[config.mk]
export PLATFORM = sky130hd
export DESIGN_NAME = instr_fetch_unit
export DESIGN_NICKNAME = d
export VERILOG_FILES = /design/src/rtl/cpu_pkg.sv /design/src/rtl/npc_calc.sv /design/src/rtl/instr_fetch_unit.sv
export SDC_FILE = /design/constraint.sdc
export NUM_CORES = 1
export LEC_CHECK = 0
export BUFFER_PORTS_ARGS = -buffer_cell sky130_fd_sc_hd__buf_2
export CAP_MARGIN = 20
export CELL_PAD_IN_SITES_DETAIL_PLACEMENT = 1
export CELL_PAD_IN_SITES_GLOBAL_PLACEMENT = 1
export CORE_ASPECT_RATIO = 1.75
export CORE_MARGIN = 4
export CORE_UTILIZATION = 44
export DETAILED_ROUTE_END_ITERATION = 6
export PLACE_DENSITY_LB_ADDON = 0.1
export SLEW_MARGIN = 25
export SYNTH_ARGS = -nofsm -noshare
export SYNTH_HDL_FRONTEND = slang
export SYNTH_HIERARCHICAL = 1
export SYNTH_SLANG_ARGS = --single-unit
[constraint.sdc]
create_clock -name clk -period 6.4 [get_ports clk]
set_clock_uncertainty 0.1 [all_clocks]
set_input_delay 1.28 -clock clk [delete_from_list [all_inputs] [get_ports clk]]
set_output_delay 1.28 -clock clk [all_outputs]
set_load 0.02 [all_outputs]
[src/rtl/cpu_pkg.sv]
// Shared definitions for the fetch stage: state encoding, instruction field layout, syscall word.
// The HALT state only exists when IFU_HALT_EN is defined.
package cpu_pkg;

    `ifdef IFU_HALT_EN
    typedef enum logic [1:0] {
        ST_FETCH = 2'd0,
        ST_ISSUE = 2'd1,
        ST_HALT  = 2'd2
    } fetch_state_e;
    `else
    typedef enum logic [1:0] {
        ST_FETCH = 2'd0,
        ST_ISSUE = 2'd1
    } fetch_state_e;
    `endif

    localparam logic [31:0] SYSCALL_WORD = 32'h0000_000C;

    localparam int OP_MSB     = 31;
    localparam int OP_LSB     = 26;
    localparam int FUNC_MSB   = 5;
    localparam int FUNC_LSB   = 0;
    localparam int IMM16_MSB  = 15;
    localparam int IMM16_LSB  = 0;
    localparam int TARGET_MSB = 25;
    localparam int TARGET_LSB = 0;

    // Sign-extended word offset of a branch, already scaled to bytes.
    function automatic logic [31:0] branch_offset(input logic [15:0] imm16);
        return {{14{imm16[15]}}, imm16, 2'b00};
    endfunction

endpackage

[src/rtl/npc_calc.sv]
// Combinational next-PC selection from the decoder's branch/jump decisions and the ALU zero flag.
module npc_calc
    import cpu_pkg::*;
(
    input  logic [31:0] pc_out,
    input  logic [31:0] instr,
    input  logic        branch_eq,
    input  logic        branch_ne,
    input  logic        jump,
    input  logic        zero,
    output logic [31:0] next_pc
);

    logic [31:0] pc4_s;
    logic [31:0] jump_target_s;
    logic [31:0] branch_target_s;
    logic        taken_s;

    assign pc4_s           = pc_out + 32'd4;
    assign jump_target_s   = {pc4_s[31:28], instr[TARGET_MSB:TARGET_LSB], 2'b00};
    assign branch_target_s = pc4_s + branch_offset(instr[IMM16_MSB:IMM16_LSB]);
    assign taken_s         = (branch_eq & zero) | (branch_ne & ~zero);

    // Jump outranks any branch decision.
    always_comb begin
        next_pc = pc4_s;
        if (jump) begin
            next_pc = jump_target_s;
        end else if (taken_s) begin
            next_pc = branch_target_s;
        end else begin
            next_pc = pc4_s;
        end
    end

endmodule

[src/rtl/instr_fetch_unit.sv]
// Fetch stage: PC register, imem request/ack, valid/ready issue to the datapath, next-PC update.
// Defining IFU_HALT_EN makes an accepted syscall park the unit in HALT until reset.
module instr_fetch_unit
    import cpu_pkg::*;
#(
    parameter logic [31:0] RESET_PC = 32'h0000_0000
) (
    input  logic        clk,
    input  logic        rst_n,
    output logic        imem_req,
    output logic [31:0] imem_addr,
    input  logic        imem_ack,
    input  logic [31:0] imem_rdata,
    output logic        instr_valid,
    input  logic        instr_ready,
    output logic [31:0] instr,
    output logic [31:0] pc_out,
    input  logic        branch_eq,
    input  logic        branch_ne,
    input  logic        jump,
    input  logic        zero,
    output logic        halted
);

    fetch_state_e state_r;
    fetch_state_e state_next_s;
    logic [31:0]  pc_r;
    logic [31:0]  instr_r;
    logic [31:0]  pc_out_r;
    logic [31:0]  npc_s;
    logic         req_r;
    logic         valid_r;
    logic         fetch_done_s;
    logic         handshake_s;

    assign fetch_done_s = (state_r == ST_FETCH) && imem_ack;
    assign handshake_s  = (state_r == ST_ISSUE) && instr_ready;

    npc_calc u_npc_calc (
        .pc_out    (pc_out_r),
        .instr     (instr_r),
        .branch_eq (branch_eq),
        .branch_ne (branch_ne),
        .jump      (jump),
        .zero      (zero),
        .next_pc   (npc_s)
    );

    // Next-state selection for the fetch/issue handshake.
    always_comb begin
        state_next_s = state_r;
        case (state_r)
            ST_FETCH: begin
                if (imem_ack) begin
                    state_next_s = ST_ISSUE;
                end else begin
                    state_next_s = ST_FETCH;
                end
            end
            ST_ISSUE: begin
                if (instr_ready) begin
                    `ifdef IFU_HALT_EN
                    if (instr_r == SYSCALL_WORD) begin
                        state_next_s = ST_HALT;
                    end else begin
                        state_next_s = ST_FETCH;
                    end
                    `else
                    state_next_s = ST_FETCH;
                    `endif
                end else begin
                    state_next_s = ST_ISSUE;
                end
            end
            `ifdef IFU_HALT_EN
            ST_HALT: begin
                state_next_s = ST_HALT;
            end
            `endif
            default: begin
                state_next_s = ST_FETCH;
            end
        endcase
    end

    // State register; the Moore outputs are registered from the next state so they come straight off flops.
    always_ff @(posedge clk) begin
        if (!rst_n) begin
            state_r <= ST_FETCH;
            req_r   <= 1'b1;
            valid_r <= 1'b0;
        end else begin
            state_r <= state_next_s;
            req_r   <= (state_next_s == ST_FETCH);
            valid_r <= (state_next_s == ST_ISSUE);
        end
    end

    // PC and instruction holding registers; PC moves only on an accepted instruction.
    always_ff @(posedge clk) begin
        if (!rst_n) begin
            pc_r     <= {RESET_PC[31:2], 2'b00};
            instr_r  <= 32'h0000_0000;
            pc_out_r <= 32'h0000_0000;
        end else begin
            if (fetch_done_s) begin
                instr_r  <= imem_rdata;
                pc_out_r <= pc_r;
            end
            if (handshake_s) begin
                pc_r <= npc_s;
            end
        end
    end

    `ifdef IFU_HALT_EN
    logic halted_r;

    // Sticky halt flag, cleared only by reset.
    always_ff @(posedge clk) begin
        if (!rst_n) begin
            halted_r <= 1'b0;
        end else begin
            halted_r <= (state_next_s == ST_HALT);
        end
    end

    assign halted = halted_r;
    `else
    assign halted = 1'b0;
    `endif

    assign imem_req    = req_r;
    assign imem_addr   = pc_r;
    assign instr_valid = valid_r;
    assign instr       = instr_r;
    assign pc_out      = pc_out_r;

endmodule

# Word level (Yosys, flattened, before mapping)
# Cells that the tools add are included.
# classes
n_addsub	2
n_eq_ne	2
muxes	5
n_bitwise	4
reduce_logical	4
# op_table
cell	count
$mux 32	2
$add 32x3->32 const B	1
$add 32x32->32	1
$eq 2x1->1 const B	2
$logic_not 2->1	2
$pmux 2 s2	1
$and 1x1->1	2
$logic_and 1x1->1	2
$mux 1	2
$not 1->1	1
$or 1x1->1	1
# totals
regBits	100
input_bits	40
output_inout_bits	99
word_cells	23

# Depth between registers and ports, before layout
# depth
word_depth	5
ltp_mapped	17
depth_no_buf	17

# Hierarchy
# The synthesis kept the hierarchy.
# modules_own_cells
mod	n_inst	cells_each	area_per_inst_um2	seq_area_each_um2
instr_fetch_unit	1	398	3912.5	1961.9
npc_calc	1	388	2630.0	0.0

# Worst setup path before layout
# No wires, ideal clock.
# synth_path
path_type	reg-to-reg
start	reg pc_out_r[4] (netlist: pc_out[4])
end	reg pc_r[24] (netlist: imem_addr[24])
setup_time_ps	69
arrival_ps	3463
required_ps	6231
path_slack_ps	2768
stages_incl_launch_ff	17
period_less_slack_ps	3632
cell_sequence	dfxtp_1 and4_1 and3_1 and3_2 nand4_1 xnor2_1 ha_1 a21oi_1 o21ai_1 a31oi_1 o31ai_4 a221o_1 a21oi_1 xor2_1 a221oi_1 nand4_1 o21ai_1
# synth_between
elab_chain_cells	4
# synth_lines
element	line_no	source
from (decl)	instr_fetch_unit.sv:29	logic [31:0] pc_out_r;
from (signal assigned)	instr_fetch_unit.sv:108	pc_out_r <= pc_r;
$add 32x3->32 (*)	npc_calc.sv:19	assign pc4_s = pc_out + 32'd4;
$add 32x32->32	npc_calc.sv:21	assign branch_target_s = pc4_s + branch_offset(instr[IMM16_MSB:IMM16_LSB]);
$mux 32 (*)	npc_calc.sv:29	end else if (taken_s) begin
$mux 32 (*)	npc_calc.sv:27	if (jump) begin
via npc_s[24]	instr_fetch_unit.sv:30	logic [31:0] npc_s;
to (signal assigned)	instr_fetch_unit.sv:102	pc_r <= {RESET_PC[31:2], 2'b00};
to (signal assigned)	instr_fetch_unit.sv:111	pc_r <= npc_s;
to (decl)	instr_fetch_unit.sv:27	logic [31:0] pc_r;
# Mark *: on every way through the listed nets, which the timed path passes. The rest lies on a longest branch.
# A chain may end at the register's enable or synchronous reset.

# Final worst setup path
# layout_path
start	reg pc_out_r[4] (netlist: pc_out[4])
end	reg pc_r[23] (netlist: imem_addr[23])
# The elaborated chain is that of the path after synthesis.

==> reports/results.ini <==
[logic_synthesis]
yosysWarnings=6
ys_seq_elements=98
ys.flop_type=dfxtp_1
synth_area_leaders=dfxtp_1 30%, mux2i_1 10%, nand2_1 9.9%
yosys.area.top_type=dfxtp_1
synthCells=786
synth-edff-count=0
synth_area_per_cell_sq_um=8.32
syn_nets=864
async_flop_share=0
synth_top_area_share=0.300
yosysUniqueCellTypes=65
ys_seq_area_frac=0.300
synth_area_sq_um=6540

[cts]
clock-root-buffer=clkbuf_16
clkTransAtPathRegs_ns=0.08
cts_tree=yes
clock_sinks=98
postCtsSetupRepairBufs=0
max-clock-path-buffers=2
cts_buffers=9
cts_hold_buf=0
insertion_delay_ns=0.35
h-tree-depth=3
postCtsResizedCells=0

[sta]
slew_violations=0
fin_crit_sh=0.681
relSlewSlack=0.309
period_needed_ns=4.36
tns_ns=0
rsz0062_at_grt=no
setup_viol=0
hold_viol=0
tightest_slew_ns=1.04
clock.fmax_ghz=0.230

[worst_setup_path]
crit_start=pc_out[4]$_SDFFE_PN0P_
worst-setup-path-type=reg -> reg
worstPathRequired_ns=6.59
start_kind=flip-flop
r2r-start=pc_out[4]$_SDFFE_PN0P_
path_max_fanout=7
cp-end-kind=flip-flop
worstPathArrival_ns=4.54

[place]
hpwl_um=16200
place_congestion=0.923
numPortBuffers=137
place_area_sq_um=7090

[power_and_ir_drop]
vdd_drop_max_uv=124
leakagePower_uw=0.00332
power_density_nw_per_um2=204

[global_routing]
antenna_found_initial=0
grt-ovfl-total=0
grt_start_max_net_pins=95
track_usage=0.260
grt_pass1_wl_um=35400
grt_pass1_vias=6904

[min_path]
min-delay-start=instr[28]$_SDFFE_PN0P_
hold_path_class=reg -> reg

[cells_and_area]
fin_area_sq_um=7420
area_delta_synth_final_pct=13.4
final_common_cell=nand2_1
drive_gt1_frac=0.213
utilization=0.511
antenna_cells=0
final_cell_mix=173 x nand2_1, 136 x buf_2, 98 x dfxtp_1, 66 x mux2i_1, 48 x nand4_1
nNetsFinal=965

[detailed_routing]
ant_nets=0
routed_via_density=5.97
drc=0
drt_iter0_drc=206
dr_total_vias=6405
wire_per_inst_um=20.8
wl_um=22300
drt_first_pass_iters=4

[floorplanning]
fp.coreArea_sq_um=14500
ios=139
start_util=0.451
num_rows=58
die_h_um=169
die-area_sq_um=17000
die_w_um=100

[job]
drv_cap=0

[status]
status=finished, final reports clean

[path summary, 6_finish.rpt]
| path | slack (ns) | end | cells past startpoint |
|---|---|---|---|
| max | 2.04 | imem_addr[23]$_SDFFE_PN0P_ | 16 |
| min | 0.36 | instr[28]$_SDFFE_PN0P_ | 2 |
| max reg2reg | 2.04 | imem_addr[23]$_SDFFE_PN0P_ | 16 |
| min reg2reg | 0.36 | instr[28]$_SDFFE_PN0P_ | 2 |
[worst max-delay path, cell delays in order, from the launching register on]
cell and delay (ns):
dfxtp_1 0.46, and4_1 0.28, and3_1 0.28, and3_2 0.30
nand2_1 0.09, xnor2_1 0.16, ha_1 0.42, nand2_1 0.15
nor4_1 0.35, a311oi_2 0.17, nor3_1 0.27, nor2_1 0.11
nor3_1 0.37, mux2_1 0.37, a21oi_1 0.12, nand4_1 0.15
o21ai_1 0.14
[cell type report]
class                           instances  area, sq um
Inverter                                7         26.3
Multi-Input combinational cell        629         4150
Clock buffer                           11          243
Tap cell                              180          225
Clock inverter                          5         86.3
Fill cell                            1830         7100
Timing Repair Buffer                  142          726
Sequential cell                        98         1960
[power by group]
part / total (uW) / switching (uW) / internal [uW]
combinational: 249 / 165 / 84.8
sequential: 651 / 20.6 / 631
clock: 613 / 256 / 357
[layer usage]
layer / GRT usage / vias to the layer above / part of all wire
li1: - / 3006 / -
met1: 0.272 / 3178 / 0.37
met2: 0.508 / 166 / 0.56
met3: 0.0370 / 55 / 0.036
met4: 0.101 / 0 / 0.031
met5: 0 / - / 0
[registers in the layout, indices dropped and copies added, names as in the netlist]
| name | count |
|---|---|
| imem_req | 1 |
| instr | 32 |
| imem_addr | 32 |
| instr_valid | 1 |
| pc_out | 32 |
[through the flow]
| stage | hold slack (ns) | total power, uW | worst slack, ns | cells |
|---|---|---|---|---|
| global route | 0.393 | 1570 | 1.69 | 1072 |
| global placement | 0.341 | 906 | 2.13 | 1056 |
| CTS | 0.366 | 1530 | 2.04 | 1072 |
| finish | 0.360 | 1510 | 2.04 | 1072 |
| detailed placement | 0.356 | 914 | 2.11 | 1056 |
| floorplan | 0.432 | 850 | 2.77 | 786 |
[synth_stat cells (3+ instances only)]
cell type  count
o21ai_1       19
nor3_1        12
nand2_1      173
o21ai_0       22
nand4_1       48
buf_6          6
nand3_1        9
inv_1          6
mux2_2         3
buf_12         7
clkbuf_1      17
o21ai_2       20
and4_1         4
dfxtp_1       98
a211oi_1       7
mux2i_1       66
buf_2         15
nor2_1        36
o21a_1         7
a21o_1        13
o311ai_0       3
o22ai_1        3
a31oi_1        4
xnor2_1       35
a21oi_1       34
and3_1        11
and2_1         3
xor2_1        15
buf_4          4
a22oi_1        8
o211ai_1       4
ha_1          37
[logic make-up (layout without fill, tap and decap cells)]
family,count (synthesis),count (layout),synth area share
buf+inv,59,165,0.0660
compound gates,160,160,0.168
other cells,1,1,0.000573
xor+xnor,50,50,0.0669
flops,98,98,0.300
simple gates,310,310,0.217
fa+ha+maj,38,38,0.0738
mux,70,70,0.108
No activity file was read; power rests on OpenSTA's default activity.
